[src/rtl/uart_core_p.sv]
// Parametrised full-duplex UART with RX FIFO, frame/overflow error reporting.
// Optional parity bit in both directions when UART_PARITY_EN is defined.
module uart_core_p #(
  parameter int unsigned CLK_DIV       = 434,
  parameter int unsigned DATA_BITS     = 8,
  parameter int unsigned STOP_BITS     = 1,
  parameter int unsigned RX_FIFO_DEPTH = 4,
  parameter int unsigned PARITY_ODD    = 0
) (
  input  logic                 sys_clk_i,
  input  logic                 sys_rst_i,
  input  logic                 uart_wr_i,
  input  logic [DATA_BITS-1:0] uart_dat_i,
  output logic                 uart_busy,
  output logic                 uart_tx,
  input  logic                 uart_rx,
  input  logic                 uart_rd_i,
  output logic [DATA_BITS-1:0] uart_dat_o,
  output logic                 uart_rx_busy,
  output logic                 uart_rx_empty,
  output logic                 uart_rx_full,
  output logic                 uart_rx_ovf,
  output logic                 uart_frm_err,
  output logic                 uart_par_err
);

`ifdef UART_PARITY_EN
  localparam bit ParEn = 1'b1;
`else
  localparam bit ParEn = 1'b0;
`endif

  localparam int unsigned CntW = $clog2(CLK_DIV);
  localparam int unsigned BitW = $clog2(DATA_BITS);
  localparam int unsigned PtrW = $clog2(RX_FIFO_DEPTH);
  localparam logic [CntW-1:0] CntFull = CntW'(CLK_DIV - 1);
  localparam logic [CntW-1:0] CntHalf = CntW'(CLK_DIV / 2 - 1);
  localparam logic [BitW-1:0] BitLast = BitW'(DATA_BITS - 1);
  localparam logic            ParOdd  = (PARITY_ODD != 0);
  localparam logic            StopLast = (STOP_BITS == 2);

  typedef enum logic [2:0] {StIdle, StStart, StData, StParity, StStop} state_e;

  // ---------------- TX ----------------
  state_e                tx_state_q;
  logic [CntW-1:0]       tx_cnt_q;
  logic [BitW-1:0]       tx_bit_q;
  logic                  tx_stop_q;
  logic [DATA_BITS-1:0]  tx_shift_q;
  logic                  tx_par_q;

  always_ff @(posedge sys_clk_i) begin
    if (sys_rst_i) begin
      tx_state_q <= StIdle;
      tx_cnt_q   <= '0;
      tx_bit_q   <= '0;
      tx_stop_q  <= 1'b0;
      tx_shift_q <= '0;
      tx_par_q   <= 1'b0;
      uart_tx    <= 1'b1;
      uart_busy  <= 1'b0;
    end else begin
      unique case (tx_state_q)
        StIdle: begin
          if (uart_wr_i) begin
            tx_shift_q <= uart_dat_i;
            tx_par_q   <= (^uart_dat_i) ^ ParOdd;
            tx_cnt_q   <= CntFull;
            uart_tx    <= 1'b0;
            uart_busy  <= 1'b1;
            tx_state_q <= StStart;
          end
        end
        StStart: begin
          if (tx_cnt_q == '0) begin
            tx_cnt_q   <= CntFull;
            tx_bit_q   <= '0;
            uart_tx    <= tx_shift_q[0];
            tx_shift_q <= tx_shift_q >> 1;
            tx_state_q <= StData;
          end else begin
            tx_cnt_q <= tx_cnt_q - CntW'(1);
          end
        end
        StData: begin
          if (tx_cnt_q == '0) begin
            tx_cnt_q <= CntFull;
            if (tx_bit_q == BitLast) begin
              if (ParEn) begin
                uart_tx    <= tx_par_q;
                tx_state_q <= StParity;
              end else begin
                uart_tx    <= 1'b1;
                tx_stop_q  <= 1'b0;
                tx_state_q <= StStop;
              end
            end else begin
              tx_bit_q   <= tx_bit_q + BitW'(1);
              uart_tx    <= tx_shift_q[0];
              tx_shift_q <= tx_shift_q >> 1;
            end
          end else begin
            tx_cnt_q <= tx_cnt_q - CntW'(1);
          end
        end
        StParity: begin
          if (tx_cnt_q == '0) begin
            tx_cnt_q   <= CntFull;
            uart_tx    <= 1'b1;
            tx_stop_q  <= 1'b0;
            tx_state_q <= StStop;
          end else begin
            tx_cnt_q <= tx_cnt_q - CntW'(1);
          end
        end
        StStop: begin
          if (tx_cnt_q == '0) begin
            if (tx_stop_q == StopLast) begin
              uart_busy  <= 1'b0;
              tx_state_q <= StIdle;
            end else begin
              tx_stop_q <= 1'b1;
              tx_cnt_q  <= CntFull;
            end
          end else begin
            tx_cnt_q <= tx_cnt_q - CntW'(1);
          end
        end
        default: tx_state_q <= StIdle;
      endcase
    end
  end

  // ---------------- RX ----------------
  logic rx_s1_q, rx_s2_q, rx_prev_q;

  always_ff @(posedge sys_clk_i) begin
    if (sys_rst_i) begin
      rx_s1_q   <= 1'b1;
      rx_s2_q   <= 1'b1;
      rx_prev_q <= 1'b1;
    end else begin
      rx_s1_q   <= uart_rx;
      rx_s2_q   <= rx_s1_q;
      rx_prev_q <= rx_s2_q;
    end
  end

  state_e               rx_state_q;
  logic [CntW-1:0]      rx_cnt_q;
  logic [BitW-1:0]      rx_bit_q;
  logic [DATA_BITS-1:0] rx_shift_q;
  logic                 rx_par_q;
  logic                 par_err_q;
  logic                 push_q;
  logic [DATA_BITS-1:0] push_dat_q;

  always_ff @(posedge sys_clk_i) begin
    if (sys_rst_i) begin
      rx_state_q   <= StIdle;
      rx_cnt_q     <= '0;
      rx_bit_q     <= '0;
      rx_shift_q   <= '0;
      rx_par_q     <= 1'b0;
      par_err_q    <= 1'b0;
      push_q       <= 1'b0;
      push_dat_q   <= '0;
      uart_rx_busy <= 1'b0;
      uart_frm_err <= 1'b0;
    end else begin
      push_q       <= 1'b0;
      uart_frm_err <= 1'b0;
      par_err_q    <= 1'b0;
      unique case (rx_state_q)
        StIdle: begin
          if (rx_prev_q && !rx_s2_q) begin
            rx_cnt_q     <= CntHalf;
            uart_rx_busy <= 1'b1;
            rx_state_q   <= StStart;
          end
        end
        StStart: begin
          if (rx_cnt_q == '0) begin
            if (rx_s2_q) begin
              uart_rx_busy <= 1'b0;
              rx_state_q   <= StIdle;
            end else begin
              rx_cnt_q   <= CntFull;
              rx_bit_q   <= '0;
              rx_state_q <= StData;
            end
          end else begin
            rx_cnt_q <= rx_cnt_q - CntW'(1);
          end
        end
        StData: begin
          if (rx_cnt_q == '0) begin
            rx_shift_q <= {rx_s2_q, rx_shift_q[DATA_BITS-1:1]};
            rx_cnt_q   <= CntFull;
            if (rx_bit_q == BitLast) begin
              rx_state_q <= ParEn ? StParity : StStop;
            end else begin
              rx_bit_q <= rx_bit_q + BitW'(1);
            end
          end else begin
            rx_cnt_q <= rx_cnt_q - CntW'(1);
          end
        end
        StParity: begin
          if (rx_cnt_q == '0) begin
            rx_par_q   <= rx_s2_q;
            rx_cnt_q   <= CntFull;
            rx_state_q <= StStop;
          end else begin
            rx_cnt_q <= rx_cnt_q - CntW'(1);
          end
        end
        StStop: begin
          // Only the first stop bit is checked; IDLE re-arms at its centre.
          if (rx_cnt_q == '0) begin
            uart_rx_busy <= 1'b0;
            rx_state_q   <= StIdle;
            if (!rx_s2_q) begin
              uart_frm_err <= 1'b1;
            end else if (ParEn && (rx_par_q != ((^rx_shift_q) ^ ParOdd))) begin
              par_err_q <= 1'b1;
            end else begin
              push_q     <= 1'b1;
              push_dat_q <= rx_shift_q;
            end
          end else begin
            rx_cnt_q <= rx_cnt_q - CntW'(1);
          end
        end
        default: rx_state_q <= StIdle;
      endcase
    end
  end

  assign uart_par_err = par_err_q;

  // ---------------- RX FIFO ----------------
  logic [DATA_BITS-1:0] mem_q [RX_FIFO_DEPTH];
  logic [PtrW-1:0]      wr_ptr_q, rd_ptr_q;
  logic [PtrW:0]        count_q;
  logic                 do_push, do_pop;

  assign uart_rx_empty = (count_q == '0);
  assign uart_rx_full  = (count_q == (PtrW + 1)'(RX_FIFO_DEPTH));
  assign do_pop        = uart_rd_i && !uart_rx_empty;
  assign do_push       = push_q && (!uart_rx_full || do_pop);
  assign uart_dat_o    = uart_rx_empty ? '0 : mem_q[rd_ptr_q];

  always_ff @(posedge sys_clk_i) begin
    if (do_push) mem_q[wr_ptr_q] <= push_dat_q;
  end

  always_ff @(posedge sys_clk_i) begin
    if (sys_rst_i) begin
      wr_ptr_q    <= '0;
      rd_ptr_q    <= '0;
      count_q     <= '0;
      uart_rx_ovf <= 1'b0;
    end else begin
      if (do_push) wr_ptr_q <= wr_ptr_q + PtrW'(1);
      if (do_pop)  rd_ptr_q <= rd_ptr_q + PtrW'(1);
      if (push_q && uart_rx_full && !do_pop) uart_rx_ovf <= 1'b1;
      count_q <= count_q + (PtrW + 1)'(do_push) - (PtrW + 1)'(do_pop);
    end
  end

endmodule

[config.mk]
export PLATFORM = sky130hd
export DESIGN_NAME = uart_core_p
export DESIGN_NICKNAME = d
export VERILOG_FILES = /design/src/rtl/uart_core_p.sv
export SDC_FILE = /design/constraint.sdc
export NUM_CORES = 1
export LEC_CHECK = 0
export ABC_AREA = 1
export BUFFER_PORTS_ARGS = -buffer_cell sky130_fd_sc_hd__buf_2
export CAP_MARGIN = 5
export CORE_ASPECT_RATIO = 0.5
export CORE_MARGIN = 4
export CORE_UTILIZATION = 60
export CTS_CLUSTER_SIZE = 16
export DETAILED_ROUTE_END_ITERATION = 7
export HOLD_SLACK_MARGIN = 0.02
export PLACE_DENSITY = 0.83
export SLEW_MARGIN = 20
export SYNTH_ARGS = -nofsm -noshare
export SYNTH_HDL_FRONTEND = slang
export SYNTH_SLANG_ARGS = --single-unit
[constraint.sdc]
create_clock -name sys_clk_i -period 2.53 [get_ports sys_clk_i]
set_clock_uncertainty 0.1 [all_clocks]
set_input_delay 0.506 -clock sys_clk_i [delete_from_list [all_inputs] [get_ports sys_clk_i]]
set_output_delay 0.506 -clock sys_clk_i [all_outputs]
set_load 0.005 [all_outputs]
### After elaboration in Yosys (flattened, before gate mapping)

Memories as Yosys holds them, arrays and structs flattened. A register that Yosys moved wholly into a read port is not among the register bits.
Index checks and enable logic that the tools add are counted.

| storage, ports and cells | value |
|---|---|
| flip-flop bits (word level) | 71 |
| latch bits | 0 |
| memory bits (writable) | 32 |
| ROM bits | 0 |
| input bits | 13 |
| output and inout bits | 16 |
| logic and storage cells | 173 |
| memories | 1 |

| cells by class | value |
|---|---|
| add/sub/neg operators | 8 |
| multipliers | 0 |
| div/mod/pow operators | 0 |
| magnitude comparators | 0 |
| equality and inequality tests | 31 |
| shift operators | 0 |
| muxes and demuxes | 69 |
| bitwise operators | 2 |
| reductions and logical operators | 40 |

Memories:

| name | words | bits a word | rd ports | clocked after memory_dff | wr ports | RTL line | source |
|---|---|---|---|---|---|---|---|
| mem_q | 4 | 8 | 1 | 1 | 1 | 243 | `logic [DATA_BITS-1:0] mem_q [RX_FIFO_DEPTH];` |

Operators by type and width:

| kind | number |
|---|---|
| 9-bit 2-to-1 mux | 9 |
| 3-bit 2-to-1 mux | 20 |
| 8-bit 2-to-1 mux | 5 |
| 2-bit inequality test, second input constant | 18 |
| 9-bit one-hot mux with 4 select lines | 1 |
| 3-bit one-hot mux with 5 select lines | 2 |
| 9-bit one-hot mux with 3 select lines | 1 |
| 5-bit AND reduction | 5 |
| 8-bit one-hot mux with 3 select lines | 1 |
| 1-bit 2-to-1 mux | 21 |
| 9-bit logical NOT | 2 |
| 9-bit by 1-bit subtractor with 9-bit output, second input constant | 2 |
| 3-bit == test, second input constant | 5 |
| 3-bit by 2-bit == test with 1-bit output, second input constant | 4 |
| 3-bit one-hot mux with 2 select lines | 2 |
| 4-bit AND reduction | 3 |
| 3-bit nonzero test | 4 |
| 3-bit logical NOT | 3 |
| 4-bit nonzero test | 2 |
| 7-bit AND reduction | 1 |
| 3-bit by 1-bit adder with 3-bit output, second input constant | 2 |
| 3-bit by 1-bit == test with 1-bit output, second input constant | 2 |
| 2-bit 2-to-1 mux | 3 |
| 3-bit inequality test, second input constant | 2 |
| other kinds (16) | 30 |

### Depth between registers and ports, before layout

Gate-level depths: netlist of run 1.

| logic depth | value |
|---|---|
| depth after elaboration | 7 |
| mapped depth | 13 |
| depth with buffers taken out | 13 |

### Worst setup path after synthesis of run 1

No wires, ideal clock.

| path | value |
|---|---|
| path type | reg-to-reg |
| from | register count_q[2] |
| to | register count_q[2] |
| library setup time | 119 ps |
| arrival | 1,928 ps |
| data required time | 2,311 ps |
| slack | 382 ps |
| stages on the path, launching flop included | 12 |
| path buffers | 0 |
| clock period less this slack | 2,148 ps |
| path through | dfxtp_1 -> inv_1 -> or2_2 -> nor2_1 -> nand2_1 -> nand2_2 -> xor2_1 -> ha_1 -> inv_1 -> fa_1 -> o21ai_0 -> a21oi_1 |

| on the way | value |
|---|---|
| elaborated cells on any way between the ends | 9 |
| classes of those cells | 2 x add/sub; 1 x eq/ne; 6 x reduce/logical |

RTL lines:

| item | RTL line | source |
|---|---|---|
| start: declaration | 245 | `logic [PtrW:0] count_q;` |
| start signal: assignment | 268 | `count_q <= count_q + (PtrW + 1)'(do_push) - (PtrW + 1)'(do_pop);` |
| 3-bit == test | 249 | `assign uart_rx_full = (count_q == (PtrW + 1)'(RX_FIFO_DEPTH));` |
| net uart_rx_full | 21 | `output logic uart_rx_full,` |
| 1-bit logical NOT | 251 | `assign do_push = push_q && (!uart_rx_full \|\| do_pop);` |
| 1-bit logical OR | 251 |  |
| 1-bit logical AND | 251 |  |
| 3-bit by 1-bit adder with 3-bit output | 268 |  |
| 3-bit by 1-bit subtractor with 3-bit output | 268 |  |

The timed path passes the listed nets, and every way through them passes these cells.
A chain may end at the register's enable or synchronous reset.

### Final worst setup path of run 1

| path | value |
|---|---|
| from | register count_q[2] |
| to | register count_q[2] |

| on the way | value |
|---|---|
| cells in the longest elaborated chain, start to end | 7 |
| elaborated cells on any way between the ends | 9 |
| classes of those cells | 2 x add/sub; 1 x eq/ne; 6 x reduce/logical |

RTL lines:

| item | RTL line | source |
|---|---|---|
| 3-bit logical NOT | 248 | `assign uart_rx_empty = (count_q == '0);` |
| 1-bit logical NOT | 250 | `assign do_pop = uart_rd_i && !uart_rx_empty;` |
| 1-bit logical AND | 250 |  |
| 1-bit logical OR | 251 |  |
| 1-bit logical AND | 251 |  |
| 3-bit by 1-bit adder with 3-bit output | 268 |  |
| 3-bit by 1-bit subtractor with 3-bit output (*) | 268 |  |

Every way passes the cells marked *; elsewhere a longest branch is shown, timed or not.

==> results of run 1 <==
## layout make-up
type,count,share of cell area
flip-flops and latches,104,0.452
multi-input cells,412,0.387
inverters,62,0.0443
clock buffers,9,0.0424
repair buffers,35,0.0367
well taps,108,0.0254
clock inverters,7,0.0118
## registers in the layout, indices dropped and copies added, names as in the netlist, 8 cells and up, named ones only
name and cells:
mem_q 32, rx_cnt_q 9, tx_shift_q 8, tx_cnt_q 9, rx_shift_q 8, push_dat_q 8
## worst paths after layout
check             startpoint    endpoint  slack [ns]
setup / recovery  count_q[2]  count_q[2]        0.25
hold reg to reg      rx_s1_q     rx_s2_q        0.31
hold / removal       uart_rx     rx_s1_q        0.24
setup reg to reg  count_q[2]  count_q[2]        0.25
## metal layers
| metal | vias to the layer above | global-route usage | part of all wire |
|---|---|---|---|
| met3 | 10 | 0.0568 | 0.052 |
| met4 | 0 | 0.0741 | 0.013 |
| met5 | - | 0 | 0 |
| met2 | 72 | 0.337 | 0.47 |
| met1 | 1701 | 0.250 | 0.47 |
| li1 | 2023 | - | - |
## where the power goes
part,total [mW],leakage (nW),internal [mW],switching (mW)
Clock,1.34,0.139,0.690,0.645
Combinational,1.99,1.27,0.695,1.29
Sequential,2.12,0.938,1.94,0.178
Total,5.44,2.35,3.32,2.12
## worst reg2reg max path, cell delays in order, from the launching register on
cell and delay (ns):
dfxtp_1 0.34, inv_1 0.05, or2_2 0.28, nor2_2 0.11
nand2_1 0.10, nand2_4 0.12, xor2_1 0.21, ha_1 0.20
inv_1 0.06, fa_1 0.37, o21ai_0 0.17, a21oi_1 0.05
## synthesized netlist by cell type (all sizes together)
cell / count / area share
nor2: 116 / 0.098
nand2: 97 / 0.083
dfxtp: 72 / 0.30
inv: 62 / 0.049
o21ai: 61 / 0.064
a21oi: 52 / 0.058
nand3: 48 / 0.056
edfxtp: 32 / 0.20
ha: 11 / 0.029
nor3: 9 / 0.013
clkbuf: 8 / 0.0063
buf: 7 / 0.0089
nand4: 4 / 0.0053
or2: 4 / 0.0053
nand3b: 2 / 0.0039
xor2: 2 / 0.0037
conb: 1 / 0.00079
fa: 1 / 0.0042
nor3b: 1 / 0.0016
o211a: 1 / 0.0021
o211ai: 1 / 0.0016
o22ai: 1 / 0.0013
## timing repair
item / 4_1_cts / 5_1_grt
setup buffers: 0 / 0
resized for setup: 0 / 2
setup endpoints to repair: 0 / 1
endpoints found under the hold margin: 0 / 0
## through the flow
step / worst slack, ns / area, sq um / std cells
2_1_floorplan: 0.382 / 4760 / 593
3_3_place_gp: 0.347 / 5020 / 721
3_5_place_dp: 0.287 / 5020 / 721
4_1_cts: 0.192 / 5310 / 737
5_1_grt: 0.0491 / 5310 / 737
6_report: 0.253 / 5310 / 737
## logic make-up (layout without fill, tap and decap cells)
family / count (synthesis) / after routing / share of synthesized area
buffers and inverters: 77 / 113 / 0.0646
DFF: 104 / 104 / 0.505
xor gates and xnor gates: 2 / 2 / 0.00368
AOI/OAI and AO/OA: 116 / 116 / 0.127
adders and majority gates: 12 / 12 / 0.0331
and+or+nand+nor: 281 / 281 / 0.266
other: 1 / 1 / 0.000788
==> run summary, run 1 <==
Root Driver - clkbuf_16
DRC - 0
Critical Path End Type - flip-flop
Critical path depth - 11
Clk buf depth - 2
Worst Hold Path Cells - 2
Setup violators final - 0
Port Buffers - 27
Post-DP HPWL - 6.19 mm
Most common cell after layout, fill and taps aside - nor2_1
#FFs+latches synth - 104
Crit path cell chain - inv_1, or2_2, nor2_2, nand2_1, nand2_4, xor2_1, ha_1, inv_1, fa_1, o21ai_0, a21oi_1
Crit path required time - 2.67 ns
Worst Tran Pin Value - 0.645 ns
Skew-Pair Late Insertion Delay - 0.35 ns
CP startpoint kind - flip-flop
Register clock-pin slew on the reported worst setup and hold paths - 0.07 ns
Antenna Cells - 0
Slew headroom - 0.568
Starting density of the core - 0.634
Nets@finish - 649
Fin. Hold Viols - 0
Fill count - 592
Worst path max stage delay - 0.37 ns
Min cycle time layout - 2.28 ns
Net Count, Synth - 618
Seq/Total Area, Yosys - 0.505
Number of global-route vias before repair - 3444
Tcrit/Tclk final - 0.900
Worst r2r path cells - 11
Die X-Extent - 134 microns
DRT Wirelength - 9.16 mm
Multi-input logic area - 2060 sq um
Most frequent CP cell - inv_1
Register Area - 2400 sq um
Most frequent cells in the layout - nor2_1 (106), nand2_1 (86), dfxtp_1 (72)
Clock sinks - 104
Hold_buf cts - 0
DR iter-0 viols - 222
Routed via count - 3806
Global-route wire length before repair - 15.4 mm
Peak VDD IR - 0.481 mV
Post-synthesis cell type count - 39
Core box area - 7510 sq um
Final Core Density - 0.707
Drt via density - 5.16
Worst path bufs/invs - 2
Initial antenna violation count - 0
Crit path DAT - 2.42 ns
Crit Path Category - flip-flop to flip-flop
Die Height - 71.0 microns
CP max FO - 9
Layout cell share with drive strength beyond 1 - 0.164
TritonRoute pass-1 iters - 5
Global Route Usage Sum - 0.200
Pwr Density - 1020 nW/um^2
Post-Synthesis Cells - 593
Avg Inst Size Synth - 8.03 sq um
Warnings from Yosys - 0
Unrepaired setup endpoints after global routing - false
Hold Path Class - input port to flip-flop
Mapped cell area - 4760 sq um
Setup TNS - 0 ns
Max Fclk - 0.439 GHz
Tightest hold margin - 0.238 ns
CP delay by family, top - simple AND/OR/NAND/NOR gates
Maxcap violations - 0
Placer Congestion - 0.866
I/O pins - 29
Max-slew violations - 0
Num CTS Buffers - 9
Grt ovf - 0
DR WL/cell - 12.4 microns
CTS tree - yes
Layout area overhead - 11.6%
Die ar. - 9510 sq um
Status - finished, final reports clean
# rows - 22
H-tree levels - 3
Pin count of the biggest net entering global routing - 36
Final Power - 5.44 mW
Antenna viol nets, final - 0
Slowest stage cell, crit path - fa_1
Leak pwr - 2.35 nW
Note: power is estimated with default switching activity, not from simulation.
==> inputs of run 2 (changes only) <==
RECOVER_POWER = 50   (was unset)
==> run 2 against run 1 <==
  * Final area is 0.42% lower
  * Clock-buffer cell count stayed put
  * Die area stayed put
  * Maximum frequency is 0.16% higher
  * Core utilization is 0.30 points lower
  * Critical endpoint unchanged
==> run summary, run 2 (synthesized netlist as in run 1, its figures left out) <==
Status - finished, final reports clean (unchanged)
Multi-input logic area - 2050 sq um (was 2060 sq um)
Antenna Cells - 0 (unchanged)
Antenna viol nets, final - 0 (unchanged)
H-tree levels - 3 (unchanged)
Setup TNS - 0 ns (unchanged)
Grt ovf - 0 (unchanged)
Core box area - 7510 sq um (unchanged)
CP max FO - 9 (unchanged)
I/O pins - 29 (unchanged)
Routed via count - 3781 (was 3806)
Post-DP HPWL - 6.19 mm (unchanged)
Peak VDD IR - 0.481 mV (about the same)
Worst Tran Pin Value - 0.684 ns (was 0.645 ns)
Final Power - 5.43 mW (was 5.44 mW)
Setup crit start - count_q[2] (unchanged)
Crit path cell chain - inv_1, or2_2, nor2_2, nand2_1, nand2_4, xor2_1, ha_1, inv_1, fa_1, o21ai_0, a21oi_1 (unchanged)
Tightest hold margin - 0.239 ns (was 0.238 ns)
Global Route Usage Sum - 0.200 (unchanged)
Starting density of the core - 0.634 (unchanged)
Register Area - 2400 sq um (unchanged)
Leak pwr - 2.32 nW (was 2.35 nW)
Die ar. - 9510 sq um (unchanged)
Number of global-route vias before repair - 3444 (unchanged)
Die X-Extent - 134 microns (unchanged)
Fin. Hold Viols - 0 (unchanged)
Most frequent cells in the layout - nor2_1 (106), nand2_1 (86), dfxtp_1 (72) (unchanged)
Clock sinks - 104 (unchanged)
Initial antenna violation count - 0 (unchanged)
TritonRoute pass-1 iters - 4 (was 5)
FF-to-FF Start - count_q[2] (unchanged)
Reg-to-Reg End - count_q[2] (unchanged)
Die Height - 71.0 microns (unchanged)
Maxcap violations - 0 (unchanged)
Root Driver - clkbuf_16 (unchanged)
Register clock-pin slew on the reported worst setup and hold paths - 0.07 ns (about the same)
Most frequent CP cell - inv_1 (unchanged)
Worst path max stage delay - 0.37 ns (about the same)
Skew-Pair Late Insertion Delay - 0.35 ns (about the same)
# rows - 22 (unchanged)
Crit path DAT - 2.41 ns (was 2.42 ns)
Nets@finish - 649 (unchanged)
Crit Path Category - flip-flop to flip-flop (unchanged)
Min cycle time layout - 2.27 ns (was 2.28 ns)
DR WL/cell - 12.4 microns (about the same)
Pin count of the biggest net entering global routing - 36 (unchanged)
Clk buf depth - 2 (unchanged)
Placer Congestion - 0.866 (unchanged)
CTS tree - yes (unchanged)
CP startpoint kind - flip-flop (unchanged)
Non-Filler Instances - 737 (unchanged)
Port Buffers - 27 (unchanged)
Max Fclk - 0.440 GHz (was 0.439 GHz)
Max-slew violations - 0 (unchanged)
Pwr Density - 1030 nW/um^2 (was 1020 nW/um^2)
Reg-to-reg setup timing slack - 0.26 ns (was 0.25 ns)
Unrepaired setup endpoints after global routing - false (unchanged)
Largest Register - mem_q (unchanged)
Slowest stage cell, crit path - fa_1 (unchanged)
Setup violators final - 0 (unchanged)
Most common cell after layout, fill and taps aside - nor2_1 (unchanged)
Critical Path Sink - count_q[2] (unchanged)
Placed Cells incl. Taps - 721 (unchanged)
Global-route wire length before repair - 15.4 mm (unchanged)
Worst r2r path cells - 11 (unchanged)
Slew headroom - 0.544 (was 0.568)
Max reg flops - 32 (unchanged)
Tcrit/Tclk final - 0.899 (was 0.900)
DRC - 0 (unchanged)
Layout cell share with drive strength beyond 1 - 0.153 (was 0.164)
Hold Path Class - input port to flip-flop (unchanged)
DRT Wirelength - 9.16 mm (about the same)
Layout area overhead - 11.1% (was 11.6%)
Drt via density - 5.13 (was 5.16)
Largest regs - mem_q (32), rx_cnt_q (9), tx_cnt_q (9) (unchanged)
Num CTS Buffers - 9 (unchanged)
Critical Path End Type - flip-flop (unchanged)
DR iter-0 viols - 209 (was 222)
Fill count - 598 (was 592)
Crit path required time - 2.67 ns (about the same)
run 2: cell types whose count changed in the layout (fill, tap and decap cells not counted):
cell / change
nand3_1: +1
nand3_2: -1
buf_2: -3
clkbuf_1: +6
clkbuf_2: +1
buf_4: -4
run 2: worst min path at each step:
stage	start	to	slack, ns	cells past startpoint
2_1_floorplan	rx_s1_q	rx_s2_q	0.29	1
3_3_place_gp	rx_s1_q	rx_s2_q	0.30	1
3_5_place_dp	rx_s1_q	rx_s2_q	0.30	1
4_1_cts	uart_rx	rx_s1_q	0.22	2
5_1_grt	uart_rx	rx_s1_q	0.23	2
6_report	uart_rx	rx_s1_q	0.24	2
run 2: through the flow:
stage,utilization,area [sq um],setup WS (ns)
global placement,0.668,5020,0.347
global route,0.704,5290,0.0491
floorplan,-,4760,0.382
detailed placement,0.668,5020,0.287
CTS,0.706,5310,0.192
finish,0.704,5290,0.257
run 2: metal layers:
layer,GRT usage,vias to the layer above,part of all wire
li1,-,2024,-
met1,0.250,1686,0.48
met2,0.337,61,0.47
met3,0.0568,10,0.044
met4,0.0741,0,0.013
met5,0,-,0
run 2: cell type report:
class,instances,share of cell area
sequential,104,0.454
multi-input combinational,412,0.388
inverter,62,0.0445
clock buffer,9,0.0426
timing repair buffer,35,0.0336
tap,108,0.0255
clock inverter,7,0.0118
run 2: what timing repair did:
item,in CTS,in global routing
setup endpoints to repair,0,1
hold buffers,0,0
resized for setup,0,2
setup buffers,0,0
endpoints found under the hold margin,0,0
run 2: report_power, final:
group	internal [mW]	total, mW	switching [mW]
logic	0.689	1.98	1.29
registers	1.94	2.12	0.179
clock network	0.690	1.34	0.646
total	3.32	5.43	2.11
run 2: worst max-delay path, delay by kind of cell (launching register included):
family	cells	cell delay (ns)
adder cells (fa/ha/maj)	2	0.57
buffers and inverters	2	0.11
AND/OR/NAND/NOR	4	0.61
flip-flops	1	0.34
AO/OA/AOI/OAI	2	0.22
XOR/XNOR	1	0.21
==> inputs of run 3 (changes only) <==
SETUP_SLACK_MARGIN = 0.3   (was unset)
==> run 3 against run 2 <==
  * Maximum frequency is 1.6% higher
  * Routed wire length increased by 1.4%
  * First-iteration DRC count is 4.3% higher
  * Critical path type unchanged
  * Critical endpoint is now count_q[1]
  * Largest power group unchanged
  * Highest routed layer unchanged
==> run summary, run 3 (synthesized netlist as in run 1, its figures left out) <==
Status - finished, final reports clean (unchanged)
P_sw - 2.13 mW (was 2.11 mW)
# rows - 22 (unchanged)
Pwr Density - 1030 nW/um^2 (about the same)
Pin count of the biggest net entering global routing - 36 (unchanged)
Routed via count - 3842 (was 3781)
Placed Cells incl. Taps - 721 (unchanged)
Non-Filler Instances - 738 (was 737)
Critical Path End Type - flip-flop (unchanged)
Most common cell after layout, fill and taps aside - nor2_1 (unchanged)
Setup violators final - 0 (unchanged)
Die ar. - 9510 sq um (unchanged)
Final Power - 5.46 mW (was 5.43 mW)
Max-slew violations - 0 (unchanged)
Skew-Pair Late Insertion Delay - 0.35 ns (about the same)
Starting density of the core - 0.634 (unchanged)
I/O pins - 29 (unchanged)
Core box area - 7510 sq um (unchanged)
Number of global-route vias before repair - 3449 (was 3444)
Die X-Extent - 134 microns (unchanged)
Drt via density - 5.21 (was 5.13)
Combinational power share - 0.366 (was 0.364)
Nets@finish - 650 (was 649)
Placer Congestion - 0.866 (unchanged)
Tcrit/Tclk final - 0.884 (was 0.899)
Peak VDD IR - 0.483 mV (was 0.481 mV)
Largest regs - mem_q (32), rx_cnt_q (9), tx_cnt_q (9) (unchanged)
TritonRoute pass-1 iters - 5 (was 4)
DR iter-0 viols - 218 (was 209)
Final Core Density - 0.707 (was 0.704)
Slew headroom - 0.547 (was 0.544)
Max reg flops - 32 (unchanged)
Grt ovf - 0 (unchanged)
Cell Int Power - 3.33 mW (was 3.32 mW)
Die Height - 71.0 microns (unchanged)
Most frequent cells in the layout - nor2_1 (107), nand2_1 (85), dfxtp_1 (69) (was nor2_1 (106), nand2_1 (86), dfxtp_1 (72))
Clk buf depth - 2 (unchanged)
Initial antenna violation count - 0 (unchanged)
Port Buffers - 27 (unchanged)
Worst Tran Pin Value - 0.680 ns (was 0.684 ns)
Min cycle time layout - 2.24 ns (was 2.27 ns)
Root Driver - clkbuf_16 (unchanged)
Crit Path Category - flip-flop to flip-flop (unchanged)
DRT Wirelength - 9.29 mm (was 9.16 mm)
Antenna Cells - 0 (unchanged)
Hold Path Class - input port to flip-flop (unchanged)
Maxcap violations - 0 (unchanged)
Layout area overhead - 11.7% (was 11.1%)
CTS tree - yes (unchanged)
Setup crit start - count_q[1] (was count_q[2])
Crit path DAT - 2.35 ns (was 2.41 ns)
DRC - 0 (unchanged)
Antenna viol nets, final - 0 (unchanged)
Clock sinks - 104 (unchanged)
Post-DP HPWL - 6.19 mm (unchanged)
FF-to-FF Start - count_q[1] (was count_q[2])
Clk pwr share - 0.245 (was 0.246)
Leak pwr - 2.33 nW (was 2.32 nW)
Sequential power share - 0.389 (was 0.390)
H-tree levels - 3 (unchanged)
CP startpoint kind - flip-flop (unchanged)
Crit path required time - 2.64 ns (was 2.67 ns)
Fin. Hold Viols - 0 (unchanged)
CP max FO - 4 (was 9)
Sw frac - 0.390 (was 0.389)
Largest Register - mem_q (unchanged)
Num CTS Buffers - 9 (unchanged)
Layout cell share with drive strength beyond 1 - 0.163 (was 0.153)
Setup TNS - 0 ns (unchanged)
Hold path start - uart_rx (unchanged)
Global-route wire length before repair - 15.6 mm (was 15.4 mm)
Register clock-pin slew on the reported worst setup and hold paths - 0.07 ns (about the same)
Max Fclk - 0.447 GHz (was 0.440 GHz)
DR WL/cell - 12.6 microns (was 12.4 microns)
Global Route Usage Sum - 0.203 (was 0.200)
Unrepaired setup endpoints after global routing - false (unchanged)
[run 3: cell types whose count changed in the layout (fill, tap and decap cells not counted), sizes merged]
cell and change:
clkbuf +1
[run 3: cell type report]
cell class              count  area [sq um]
clock inverters             7          62.6
repair buffers             36           181
fillers                   589          2200
well taps                 108           135
flip-flops and latches    104          2410
clock buffers               9           225
inverters                  62           235
multi-input cells         412          2070
[run 3: through the flow]
| step | hold slack (ns) | area [sq um] | setup WS, ns |
|---|---|---|---|
| 5_1_grt | 0.233 | 5320 | 0.165 |
| 4_1_cts | 0.223 | 5330 | 0.340 |
| 6_report | 0.237 | 5320 | 0.293 |
| 3_5_place_dp | 0.295 | 5020 | 0.287 |
| 3_3_place_gp | 0.301 | 5020 | 0.347 |
| 2_1_floorplan | 0.289 | 4760 | 0.382 |
[run 3: routing by layer]
metal | track usage | up-vias | share of wire | wire length [microns]
met2 | 0.335 | 67 | 0.46 | 4260
met5 | 0 | - | 0 | 0
met1 | 0.255 | 1735 | 0.48 | 4450
met4 | 0.0787 | 0 | 0.016 | 152
li1 | - | 2025 | - | -
met3 | 0.0568 | 15 | 0.046 | 429
[run 3: what timing repair did]
| action | 4_1_cts | 5_1_grt |
|---|---|---|
| buffers inserted | 1 | 0 |
| hold buffers | 0 | 0 |
| pin swaps | 1 | 1 |
| resized for setup | 4 | 7 |
| setup endpoints to repair | 3 | 2 |
[run 3: final timing paths]
check,endpoint,slack (ns),cells after the start
max,count_q[1],0.29,9
min,rx_s1_q,0.24,2
max reg2reg,count_q[1],0.29,9
min reg2reg,rx_s2_q,0.31,1
[run 3: critical path, stage by stage, from the launching register on]
cell and delay [ns]:
dfxtp_2 0.35, or2_2 0.30, nor2_1 0.19, nand2_2 0.11, nand2_4 0.10, xor2_2 0.16, ha_2 0.19, inv_1 0.05
fa_2 0.51, nor2_1 0.04
[run 3: power by group through the flow]
stage | combinational [mW] | sequential, mW | clock, mW
5_1_grt | 2.28 | 2.15 | 1.44
2_1_floorplan | 1.55 | 2.11 | 0
6_report | 2.00 | 2.12 | 1.34
3_3_place_gp | 1.92 | 2.14 | 0
3_5_place_dp | 1.96 | 2.15 | 0
4_1_cts | 1.99 | 2.12 | 1.37
